File: config.mk
export PLATFORM = sky130hd
export DESIGN_NAME = uart_cmd_parser
export DESIGN_NICKNAME = d
export VERILOG_FILES = /design/src/rtl/uart_cmd_parser.sv
export SDC_FILE = /design/constraint.sdc
export NUM_CORES = 1
export LEC_CHECK = 0
export ABC_CLOCK_PERIOD_IN_PS = 2400
export CAP_MARGIN = 20
export CORE_UTILIZATION = 40
export DETAILED_ROUTE_END_ITERATION = 16
export GPL_TIMING_DRIVEN = 0
export MAX_ROUTING_LAYER = met4
export SLEW_MARGIN = 20
export SYNTH_ARGS = -nofsm -noshare
export SYNTH_HDL_FRONTEND = slang
export SYNTH_SLANG_ARGS = --single-unit
File: constraint.sdc
create_clock -name clk -period 2.4 [get_ports clk]
set_input_delay 0.48 -clock clk [delete_from_list [all_inputs] [get_ports clk]]
set_output_delay 0.48 -clock clk [all_outputs]
set_load 0.005 [all_outputs]
File: src/rtl/uart_cmd_parser.sv
// Command frame parser behind the UART receiver: sync, address, 4 data bytes, XOR checksum.
// Each valid frame issues one 32-bit register write; bad or stalled frames raise frame_err.
module uart_cmd_parser #(
  parameter logic [7:0]  SYNC_BYTE     = 8'hA5,
  parameter logic [15:0] TIMEOUT_TICKS = 16'd3200
) (
  input  logic        clk,
  input  logic        rst,
  input  logic        baud_16x_tick,
  input  logic [7:0]  rx_data,
  input  logic        rx_valid,
  output logic        cfg_wr_en,
  output logic [7:0]  cfg_addr,
  output logic [31:0] cfg_wdata,
  output logic        frame_err,
  output logic [1:0]  err_code,
  output logic        busy
);

  typedef enum logic [1:0] {IDLE, ADDR, DATA, CSUM} state_t;

  localparam int unsigned CNT_W = 16;

  state_t            state, state_nxt;
  logic [7:0]        addr_sh;
  logic [31:0]       data_sh;
  logic [7:0]        acc;
  logic [1:0]        byte_cnt;
  logic [CNT_W-1:0]  to_cnt;
  logic              timeout_c;
  logic              wr_c;
  logic              csum_err_c;

  // A byte arriving in the same cycle always beats an expiring tick.
  assign timeout_c = (state != IDLE) && baud_16x_tick && !rx_valid &&
                     (to_cnt == TIMEOUT_TICKS - CNT_W'(1));

  // Next-state and frame-verdict decode
  always_comb begin
    state_nxt  = state;
    wr_c       = 1'b0;
    csum_err_c = 1'b0;
    if (timeout_c) begin
      state_nxt = IDLE;
    end else if (rx_valid) begin
      case (state)
        IDLE: if (rx_data == SYNC_BYTE) state_nxt = ADDR;
        ADDR: state_nxt = DATA;
        DATA: if (byte_cnt == 2'd3) state_nxt = CSUM;
        CSUM: begin
          state_nxt = IDLE;
          if (rx_data == acc) wr_c = 1'b1;
          else                csum_err_c = 1'b1;
        end
        default: state_nxt = IDLE;
      endcase
    end
  end

  always_ff @(posedge clk) begin
    if (rst) begin
      state     <= IDLE;
      cfg_wr_en <= 1'b0;
      frame_err <= 1'b0;
      busy      <= 1'b0;
      cfg_addr  <= 8'd0;
      cfg_wdata <= 32'd0;
      err_code  <= 2'b00;
      addr_sh   <= 8'd0;
      data_sh   <= 32'd0;
      acc       <= 8'd0;
      byte_cnt  <= 2'd0;
      to_cnt    <= '0;
    end else begin
      state     <= state_nxt;
      busy      <= (state_nxt != IDLE);
      cfg_wr_en <= wr_c;
      frame_err <= timeout_c | csum_err_c;

      if (wr_c) begin
        cfg_addr  <= addr_sh;
        cfg_wdata <= data_sh;
      end

      if (csum_err_c)     err_code <= 2'b01;
      else if (timeout_c) err_code <= 2'b10;

      // Frame assembly; the sync byte is not part of the checksum
      if (rx_valid) begin
        case (state)
          IDLE: if (rx_data == SYNC_BYTE) acc <= 8'd0;
          ADDR: begin
            addr_sh  <= rx_data;
            acc      <= rx_data;
            byte_cnt <= 2'd0;
          end
          DATA: begin
            data_sh  <= {data_sh[23:0], rx_data};
            acc      <= acc ^ rx_data;
            byte_cnt <= byte_cnt + 2'd1;
          end
          default: ;
        endcase
      end

      // Inter-byte stall counter, saturating, held at zero outside a frame
      if (state == IDLE || rx_valid || timeout_c) begin
        to_cnt <= '0;
      end else if (baud_16x_tick && (to_cnt != {CNT_W{1'b1}})) begin
        to_cnt <= to_cnt + CNT_W'(1);
      end
    end
  end

endmodule
==> results.json <==
{
  "syn_avg_cell_area_um2": 8.735,
  "ys_types": 46,
  "whs_ps": 456.4,
  "avgViaCountPerCell": 5.055,
  "outcome": "complete, no violations",
  "cts_buffers": 17,
  "gp_congestion": 0.8181,
  "drive_gt1_share_pct": 7.281,
  "ys_async_sr_fraction_pct": 0,
  "place_hpwl_um": 8443,
  "synthCells": 586,
  "maxSlewViolCount": 0,
  "die_area_um2": 13250,
  "worst_slew_pin_slew_ps": 557.6,
  "grt_max_degree": 17,
  "max-cap-violations": 0,
  "critPathKind": "input pin to register",
  "nNetsFinal": 679,
  "first_global_vias": 4219,
  "final_area_um2": 6476,
  "setup_viol": 0,
  "drt_first_pass_iters": 5,
  "final_cell_mix": "113 x dfxtp_1, 90 x nand2_1, 82 x nand2b_1, 63 x a21oi_1, 55 x clkdlybuf4s50_1",
  "portBuffers": 55,
  "clk_path_buf_depth": 2,
  "finalCriticalPeriod_ps": 2221,
  "antenna_found_initial": 0,
  "fill_cells": 1183,
  "critPathLaunchType": "input pin",
  "syn-cell-area_um2": 5119,
  "drt-initial-drc-count": 173,
  "reg2reg_slack_ps": 380,
  "gr-total-overflow": 0,
  "cts_tree": "built",
  "drc": 0,
  "synth_flop_cell": "dfxtp_1",
  "clock.fmax_ghz": 0.4503,
  "cts_hold_buf": 0,
  "coreArea_um2": 12260,
  "vdd_drop_max_v": 0.0004673,
  "fin_crit_sh_pct": 92.52,
  "placementRows": 40,
  "cts-root-buf": "clkbuf_16",
  "final_common_cell": "dfxtp_1",
  "routed_wl_um": 11830,
  "cp-end-kind": "register",
  "syn_to_final_growth_pct": 26.52,
  "slew_headroom_pct": 62.83,
  "critPathMaxFanout": 10,
  "grt_pass1_wl_um": 19870,
  "clk_latency_ps": 410,
  "ant_nets": 0,
  "synth_warnings": 0,
  "power_uw": 4460,
  "hold_violations": 0,
  "synth_nets": 605,
  "arrival_ps": 2560,
  "synth_edf_count": 0,
  "clock_sinks": 113,
  "vias": 4251,
  "grt_setup_unrepaired": "false",
  "grtUsageTotal_pct": 20.07,
  "die_y_um": 115.1,
  "clk_pin_slew_ps": 50,
  "p_leak_uw": 0.002092,
  "die_w_um": 115.1,
  "pin_count": 57,
  "postPlaceCellArea_um2": 5879,
  "synth-seq-cells": 113,
  "skew_ps": 5.529,
  "ys_seq_area_share_pct": 44.19,
  "crit_required_ps": 2740,
  "power_density_nw_per_um2": 688.6,
  "antenna_cells": 0,
  "start_util_pct": 41.74,
  "htree_levels": 4,
  "fin_util_pct": 52.82,
  "hp-class": "register to register",
  "wl_per_cell_um": 14.06
}
[sequential cells by signal (all words and copies together), names as in the netlist, 2 cells and up]
name	count
acc	8
addr_sh	8
byte_cnt	2
cfg_addr	8
cfg_wdata	32
data_sh	32
err_code	2
state	2
to_cnt	16
[critical path, cell delays in order]
cell and delay (ps):
clkdlybuf4s50_1 670, xnor2_1 170, nand4_1 260, nor3_4 390
buf_2 360, mux2i_1 220
[worst paths after layout]
path                       startpoint                        end  cells past startpoint
min          byte_cnt[1]$_SDFFE_PP0P_   byte_cnt[1]$_SDFFE_PP0P_                      2
min reg2reg  byte_cnt[1]$_SDFFE_PP0P_   byte_cnt[1]$_SDFFE_PP0P_                      2
max                        rx_data[1]  cfg_wdata[5]$_SDFFE_PP0P_                      6
max reg2reg       state[0]$_SDFF_PP0_        acc[3]$_SDFFE_PP0P_                      8
[logic make-up after synthesis]
logic type | share of synthesized area (%)
flops | 44.19
compound gates | 13.30
fa+ha+maj | 1.711
xor+xnor | 1.540
simple gates | 26.94
mux | 8.409
buf+inv | 3.911
[metal layers]
layer | vias up | track usage (%) | wire length (um)
li1 | 2167 | - | -
met1 | 2004 | 22.98 | 5313
met2 | 68 | 33.37 | 5895
met3 | 12 | 5.588 | 443
met4 | 0 | 7.446 | 174
met5 | - | - | 0
[synth_stat cells (6+ instances only)]
library cell	number	area share (%)
nand2b_1	82	10
mux2i_1	43	8.4
nand4_1	6	0.73
clkbuf_1	27	2.0
o21a_1	10	1.5
inv_1	7	0.51
or3_1	8	0.98
nand2_1	90	6.6
a21oi_1	63	6.2
dfxtp_1	113	44
o21ai_0	17	1.7
ha_1	7	1.7
o2111ai_1	10	1.7
xnor2_1	8	1.4
nand3_1	14	1.4
nor2b_1	9	1.1
nor3_1	6	0.59
nor2_1	20	1.5
[through the flow]
step	setup slack, ps	setup TNS, ps	std cells
after floorplan	583.4	0	586
after global placement	-583.6	-23640	809
after detailed placement	-600.4	-24340	809
after CTS	94.01	0	841
after global routing	7.522	0	841
final	179.4	0	841
[report_power, final]
group / total (uW) / switching, uW / leakage (uW) / internal, uW
clock network: 2450 / 920 / 0.000272 / 1530
registers: 1880 / 0.389 / 0.000910 / 1880
logic: 130 / 74.5 / 0.000910 / 55.2
[repair_timing]
| item | CTS | global route |
|---|---|---|
| resized for setup | 1 | 1 |
| buffers inserted | 0 | 0 |
| setup endpoints to repair | 40 | 39 |
[area by class of cell]
cell class,instances,area [um2],area share (%)
Multi-Input combinational cell,429,2668,41.19
Sequential cell,113,2262,34.93
Timing Repair Buffer,55,550.5,8.501
Clock buffer,17,425.4,6.569
Tap cell,168,210.2,3.246
Buffer,37,173.9,2.685
Clock inverter,15,160.2,2.473
Inverter,7,26.28,0.4057
(Power assumes the default switching activity.)
